[src/rtl/piso_serializer_if.sv]
// piso_serializer_if: parallel-word handshake plus serial output bundle.
// par_in/par_valid/par_ready in; data_out/out_valid/frame_start out (slave = serializer).
interface piso_serializer_if #(
  parameter int WIDTH = 8
);
  logic [WIDTH-1:0] par_in;
  logic             par_valid;
  logic             par_ready;
  logic             data_out;
  logic             out_valid;
  logic             frame_start;

  modport master (
    output par_in,
    output par_valid,
    input  par_ready,
    input  data_out,
    input  out_valid,
    input  frame_start
  );

  modport slave (
    input  par_in,
    input  par_valid,
    output par_ready,
    output data_out,
    output out_valid,
    output frame_start
  );
endinterface

[src/rtl/piso_serializer.sv]
// piso_serializer: parallel-in serial-out shifter, 1-cycle latency, gapless frames.
// Ports: clk, rst (sync, active-high), bus (slave modport). Macro PISO_SERIALIZER_PARITY_EN adds even parity bit.
module piso_serializer #(
  parameter int WIDTH     = 8,
  parameter int MSB_FIRST = 0
) (
  input logic               clk,
  input logic               rst,
  piso_serializer_if.slave  bus
);

  localparam int CW = $clog2(WIDTH + 1);

`ifdef PISO_SERIALIZER_PARITY_EN
  localparam int FLEN = WIDTH + 1;
  localparam logic [CW-1:0] LAST_D = CW'(WIDTH - 1);
`else
  localparam int FLEN = WIDTH;
`endif

  localparam logic [CW-1:0] LAST = CW'(FLEN - 1);

  typedef enum logic {
    IDLE  = 1'b0,
    SHIFT = 1'b1
  } state_t;

  state_t           r_state;
  state_t           w_state_nxt;
  logic [WIDTH-1:0] r_shreg;
  logic [WIDTH-1:0] w_shreg_nxt;
  logic [CW-1:0]    r_cnt;
  logic [CW-1:0]    w_cnt_nxt;
  logic             r_data_out;
  logic             w_data_nxt;
  logic             r_out_valid;
  logic             w_valid_nxt;
  logic             r_frame_start;
  logic             w_fs_nxt;
  logic             w_last;
  logic             w_ready;
  logic             w_accept;

`ifdef PISO_SERIALIZER_PARITY_EN
  logic             r_par;
  logic             w_par_nxt;
`endif

  // Next bit to emit and the word left after removing it.
  function automatic logic head(input logic [WIDTH-1:0] w);
    return (MSB_FIRST != 0) ? w[WIDTH-1] : w[0];
  endfunction

  function automatic logic [WIDTH-1:0] tail(input logic [WIDTH-1:0] w);
    return (MSB_FIRST != 0) ? {w[WIDTH-2:0], 1'b0}
                            : {1'b0, w[WIDTH-1:1]};
  endfunction

  assign w_last   = (r_state == SHIFT) && (r_cnt == LAST);
  assign w_ready  = (r_state == IDLE) || w_last;
  assign w_accept = bus.par_valid && w_ready;

  always_comb begin
    w_state_nxt = r_state;
    w_shreg_nxt = r_shreg;
    w_cnt_nxt   = r_cnt;
    w_data_nxt  = r_data_out;
    w_valid_nxt = r_out_valid;
    w_fs_nxt    = 1'b0;
`ifdef PISO_SERIALIZER_PARITY_EN
    w_par_nxt   = r_par;
`endif
    if (w_accept) begin
      // First bit goes straight to the output register.
      w_state_nxt = SHIFT;
      w_shreg_nxt = tail(bus.par_in);
      w_cnt_nxt   = '0;
      w_data_nxt  = head(bus.par_in);
      w_valid_nxt = 1'b1;
      w_fs_nxt    = 1'b1;
`ifdef PISO_SERIALIZER_PARITY_EN
      w_par_nxt   = ^bus.par_in;
`endif
    end else begin
      unique case (r_state)
        IDLE: begin
          w_data_nxt  = 1'b0;
          w_valid_nxt = 1'b0;
        end
        SHIFT: begin
          if (w_last) begin
            w_state_nxt = IDLE;
            w_cnt_nxt   = '0;
            w_data_nxt  = 1'b0;
            w_valid_nxt = 1'b0;
          end else begin
            w_cnt_nxt = r_cnt + 1'b1;
`ifdef PISO_SERIALIZER_PARITY_EN
            if (r_cnt == LAST_D) begin
              w_data_nxt = r_par;
            end else begin
              w_data_nxt  = head(r_shreg);
              w_shreg_nxt = tail(r_shreg);
            end
`else
            w_data_nxt  = head(r_shreg);
            w_shreg_nxt = tail(r_shreg);
`endif
          end
        end
      endcase
    end
  end

  always_ff @(posedge clk) begin
    if (rst) begin
      r_state       <= IDLE;
      r_shreg       <= '0;
      r_cnt         <= '0;
      r_data_out    <= 1'b0;
      r_out_valid   <= 1'b0;
      r_frame_start <= 1'b0;
`ifdef PISO_SERIALIZER_PARITY_EN
      r_par         <= 1'b0;
`endif
    end else begin
      r_state       <= w_state_nxt;
      r_shreg       <= w_shreg_nxt;
      r_cnt         <= w_cnt_nxt;
      r_data_out    <= w_data_nxt;
      r_out_valid   <= w_valid_nxt;
      r_frame_start <= w_fs_nxt;
`ifdef PISO_SERIALIZER_PARITY_EN
      r_par         <= w_par_nxt;
`endif
    end
  end

  assign bus.par_ready   = w_ready;
  assign bus.data_out    = r_data_out;
  assign bus.out_valid   = r_out_valid;
  assign bus.frame_start = r_frame_start;

endmodule

[src/flat_wrapper.sv]
// flat-port wrapper written by rule: the top's interface ports become plain ports
module piso_serializer_flat 
#(
  parameter int WIDTH     = 8,
  parameter int MSB_FIRST = 0
)
  (clk, rst, bus_par_in, bus_par_valid, bus_par_ready, bus_data_out, bus_out_valid, bus_frame_start);
  piso_serializer_if #(.WIDTH(WIDTH)) bus_i ();
  input logic clk;
  input logic rst;
  input wire logic [$bits(bus_i.par_in)-1:0] bus_par_in;
  input wire logic [$bits(bus_i.par_valid)-1:0] bus_par_valid;
  output wire logic [$bits(bus_i.par_ready)-1:0] bus_par_ready;
  output wire logic [$bits(bus_i.data_out)-1:0] bus_data_out;
  output wire logic [$bits(bus_i.out_valid)-1:0] bus_out_valid;
  output wire logic [$bits(bus_i.frame_start)-1:0] bus_frame_start;
  assign bus_i.par_in = bus_par_in;
  assign bus_i.par_valid = bus_par_valid;
  assign bus_par_ready = bus_i.par_ready;
  assign bus_data_out = bus_i.data_out;
  assign bus_out_valid = bus_i.out_valid;
  assign bus_frame_start = bus_i.frame_start;
  piso_serializer #(.WIDTH(WIDTH), .MSB_FIRST(MSB_FIRST)) u_core (.clk(clk), .rst(rst), .bus(bus_i));
endmodule
[config.mk]
export PLATFORM = sky130hd
export DESIGN_NAME = piso_serializer_flat
export DESIGN_NICKNAME = d
export VERILOG_FILES = /design/src/rtl/piso_serializer_if.sv /design/src/rtl/piso_serializer.sv /design/src/flat_wrapper.sv
export SDC_FILE = /design/constraint.sdc
export NUM_CORES = 1
export LEC_CHECK = 0
export ABC_AREA = 0
export CAP_MARGIN = 10
export CELL_PAD_IN_SITES_DETAIL_PLACEMENT = 1
export CELL_PAD_IN_SITES_GLOBAL_PLACEMENT = 2
export CORE_MARGIN = 4
export CORE_UTILIZATION = 28
export CTS_CLUSTER_DIAMETER = 120
export DETAILED_ROUTE_END_ITERATION = 16
export PLACE_DENSITY = 0.86
export RECOVER_POWER = 25
export SYNTH_ARGS = -nofsm -noshare
export SYNTH_HDL_FRONTEND = slang
export SYNTH_SLANG_ARGS = --single-unit
[constraint.sdc]
create_clock -name clk -period 1.7 [get_ports clk]
set_input_delay 0.17 -clock clk [delete_from_list [all_inputs] [get_ports clk]]
set_output_delay 0.17 -clock clk [all_outputs]
set_load 0.02 [all_outputs]
# Word-level counts from Yosys, hierarchy flattened
# Cells that the tools add are included.
# word_totals
ff_bits,15
input_bits,11
# op_classes
addsub,1
n_eq_ne,3
muxes,14
bitwise,1
n_reduce_logical,6
# ops
cell,count
2-to-1 mux 7 bit,3
2-to-1 mux 1 bit,8
adder 4 x 1 -> 4 bit (second input constant),1
== test 4 x 3 -> 1 bit (second input constant),1
2-to-1 mux 4 bit,1
case mux 1 bit (2 select lines),2
!= test 3 bit (second input constant),1
logical AND 1 bit,2
!= test 2 bit (second input constant),1
AND reduction 2 bit,1
nonzero test 2 bit,1
OR reduction 2 bit,1
logical OR 1 bit,1
inverter 1 bit,1

# Longest topological paths before layout
# depth
depth_word,6
ltp_mapped,5

# Worst setup path after synthesis
# OpenSTA, ideal clock, no wires.
# synth_path
path_type,reg-to-reg
startpoint,register u_core.r_cnt[0]
endpoint,register u_core.r_cnt[3]
setup_time_ns,0.086
arrival_time_ns,1.201
slack_ns,0.413
path_stages_with_launch,5
n_path_buf,0
cell_sequence,dfxtp_1 ha_1 nand3b_1 nand2_2 a221oi_2
# synth_via
elab_chain_len,5
# synth_rtl
element,line,rtl
"start, declared",piso_serializer.sv:32,logic [CW-1:0] r_cnt;
"start signal, assigned",piso_serializer.sv:129,r_cnt <= w_cnt_nxt;
== test 4 x 3 -> 1 bit,piso_serializer.sv:59,assign w_last = (r_state == SHIFT) && (r_cnt == LAST);
logical AND 1 bit,piso_serializer.sv:59,
logical OR 1 bit,piso_serializer.sv:60,assign w_ready = (r_state == IDLE) || w_last;
net bus_par_ready,flat_wrapper.sv:13,output wire logic [$bits(bus_i.par_ready)-1:0] bus_par_ready;
logical AND 1 bit,piso_serializer.sv:61,assign w_accept = bus.par_valid && w_ready;
OR reduction 2 bit (no line),n/a,
# The timed path passes the listed nets, and every way through them passes these cells.
# A chain may end at the register's enable or synchronous reset.

# Worst setup path after layout
# layout_path
startpoint,register u_core.r_cnt[0]
endpoint,output bus_par_ready
# layout_via
elab_chain_len,3
# layout_rtl
element,line
== test 4 x 3 -> 1 bit,piso_serializer.sv:59
logical AND 1 bit,piso_serializer.sv:59
logical OR 1 bit,piso_serializer.sv:60
"end, declared",flat_wrapper.sv:13
# No other way between the ends.

==> run metrics <==
core area=2210 um^2; Arr. time, crit path=1330 ps; gr ovfl total=0; Cell Area, Synth=653 um^2; Vias=588; area of the multi-input gates=323 um^2; VDD IR max=between 500 and 600 uV; total number of placement rows=17; outcome=finished clean; diode insertion count for antenna repair=0; critical path peak fanout=4; total setup violations reported at the end of the flow=0; maximum level of the CTS H-tree=1; clock input transition at the sequential cells of the worst setup and hold paths=roughly 100 ps; CP peak stage delay=400 ps; number of antenna violations at the first check in global routing=0; routed wire length=1.70 mm; buffers added on ports=14; relative max-transition margin=0.610; total CTS buffers=3; total global-route track usage=0.126; wire length of the first global-routing pass=3.11 mm; synthesized area per cell=9.75 um^2; post-detailed-route count of antenna-violating nets=0; crit end category=output port; required time of the critical path=1530 ps; r2r endpoint=u_core.r_cnt[3]; DR vias/cell=5.30; Hold Crit Class=reg2reg; area delta synth->final=29.1%; worst setup slack before clock tree synthesis=118 ps; die width=between 50 and 60 um; Starting Density=0.295; setup TNS=0 ps; time the worst path needs with I/O delays and setup=1500 ps; post-synth cell types=27; hold buffers post-CTS=0; Max Transition Viols Final=0; slack of the worst reg-to-reg path=220 ps; number of buffers between clock root and the deepest sink=2; largest net degree at the start of global routing=16; # clock sinks=15; share of the yosys chip area belonging to registers=0.460; Fin. Hold Viols=0; total power=714 uW; Max Clock Skew=1.10 ps; layout cell share with drive strength beyond 1=0.120; wire per inst=roughly 15 um; start of the worst register-to-register path=u_core.r_state; FF+latch count, synth=15; number of global-route vias before repair=634; depth of the worst register-to-register path=3; iteration-0 DRC count of the detailed router=4; Startpoint Class=register; drt drc=0; Register Area=300 um^2; most frequent standard cell in the layout excluding fill and tap cells=sky130_fd_sc_hd__dfxtp_1; list of cells traversed by the critical path=ha_1 -> nand3b_1 -> nand2_2 -> clkbuf_2; most frequent cells in the layout=sky130_fd_sc_hd__dfxtp_1, sky130_fd_sc_hd__clkdlybuf4s50_1, sky130_fd_sc_hd__mux2i_1, sky130_fd_sc_hd__a211oi_1, sky130_fd_sc_hd__nor3_1; # resized after CTS=1; I/O pin count=15; number of standard cells after synthesis=67; fillcell total=around 270; Clk Latency, worst-skew pair=290 ps; cell type of the slowest stage on the worst timing path=sky130_fd_sc_hd__dfxtp_1; net count of the finished layout=96; startpoint of the most critical setup path=u_core.r_cnt[0]; number of violations of the max-capacitance limit=0; syn_nets=79; number of buffers inserted to repair setup after CTS=0; HPWL after detailed placement=1.24 mm; achievable clock frequency=around 0.67 GHz; Worst Path Class, Setup=reg2out; CTS Root Buffer Type=sky130_fd_sc_hd__clkbuf_4; P per Cell Area=roughly 850 nW/um^2; die height=56.3 um; worst setup slack after layout=between 150 and 200 ps; share of the clock period used by the worst path after layout=0.883; leakage dissipation=0.319 nW; detailed-routing iteration count for the pre-antenna-repair pass=2; yosys warns=0; clock tree from TritonCTS=built; setup repair after global routing missed its margin=no; Worst-Margin Slew=584 ps; capturing element of the worst setup path=bus_par_ready; placer congestion estimate=0.727; die outline area=~3200 um^2
==> report_power, final <==
| group | leakage, nW | switching (mW) | internal, mW | total [mW] |
|---|---|---|---|---|
| sequential | 0.124 | 0.0174 | 0.373 | 0.391 |
| clock | 0.0177 | 0.129 | 0.0877 | 0.217 |
| combinational | 0.178 | 0.0498 | 0.0569 | 0.107 |
==> cell usage after synthesis (all sizes together) <==
| cell type | count | area (um^2) |
|---|---|---|
| a211oi | 7 | 52.6 |
| a21oi | 4 | 20.0 |
| a221oi | 2 | 23.8 |
| a31oi | 1 | 6.26 |
| and3b | 1 | 10.0 |
| buf | 3 | 17.5 |
| clkbuf | 2 | 8.75 |
| dfxtp | 15 | 300 |
| ha | 1 | 12.5 |
| inv | 1 | 3.75 |
| mux2i | 7 | 70.1 |
| nand2 | 2 | 10.0 |
| nand2b | 1 | 6.26 |
| nand3 | 2 | 10.0 |
| nand3b | 1 | 7.51 |
| nand4 | 1 | 6.26 |
| nor2 | 4 | 15.0 |
| nor3 | 6 | 30.0 |
| nor3b | 2 | 15.0 |
| o211ai | 1 | 7.51 |
| o21ai | 1 | 5.00 |
| or3 | 1 | 6.26 |
| xor2 | 1 | 8.76 |
==> layer usage <==
| metal | GRT usage | share of wire |
|---|---|---|
| met5 | 0 | 0 |
| met4 | 0.0407 | 0.015 |
| met3 | 0.0529 | 0.049 |
| met2 | 0.190 | 0.49 |
| met1 | 0.160 | 0.45 |
==> state kept, by name, summed over array words and instances (netlist names) <==
signal	flops
u_core.bus.frame_start	1
u_core.r_shreg	7
u_core.bus.out_valid	1
u_core.r_state	1
u_core.bus.data_out	1
u_core.r_cnt	4
==> logic make-up (layout without fill, tap and decap cells) <==
logic type | after synthesis | after routing | synth area share
AND/OR/NAND/NOR | 21 | 21 | 0.178
AO/OA/AOI/OAI | 16 | 16 | 0.176
flip-flops | 15 | 15 | 0.460
multiplexers | 7 | 7 | 0.107
buffers and inverters | 6 | 22 | 0.0460
adder cells (fa/ha/maj) | 1 | 1 | 0.0192
XOR/XNOR | 1 | 1 | 0.0134
==> critical path, delay by kind of cell (launching register included) <==
kind / cells / cell delay, ps
flops: 1 / 400
fa+ha+maj: 1 / 250
simple gates: 2 / 220
buf+inv: 1 / 170
==> worst min-delay path by stage <==
| stage | startpoint | endpoint | cells past startpoint |
|---|---|---|---|
| 3_5_place_dp | u_core.r_shreg[0] | u_core.bus.data_out | 2 |
| 2_1_floorplan | rst | u_core.r_cnt[3] | 1 |
| 5_1_grt | bus_par_in[0] | u_core.bus.data_out | 3 |
| 3_3_place_gp | u_core.bus.out_valid | u_core.bus.out_valid | 2 |
| 6_report | u_core.r_shreg[0] | u_core.bus.data_out | 2 |
| 4_1_cts | u_core.r_shreg[0] | u_core.bus.data_out | 2 |
==> stage by stage <==
step | area, um^2 | hold WS [ps] | util | std cells
2_1_floorplan | 653 | 236 | - | 67
4_1_cts | 851 | 505 | 0.385 | 111
3_5_place_dp | 825 | 484 | 0.373 | 107
6_report | 843 | 501 | 0.381 | 111
3_3_place_gp | 825 | 476 | 0.373 | 107
5_1_grt | 843 | 511 | 0.381 | 111
==> area by class of cell <==
cell class | count | area share
clock buffer | 3 | 0.0267
multi-input combinational | 46 | 0.383
clock inverter | 1 | 0.00593
tap | 28 | 0.0415
inverter | 1 | 0.00445
timing repair buffer | 17 | 0.182
sequential | 15 | 0.356
No activity file was read; power rests on OpenSTA's default activity.
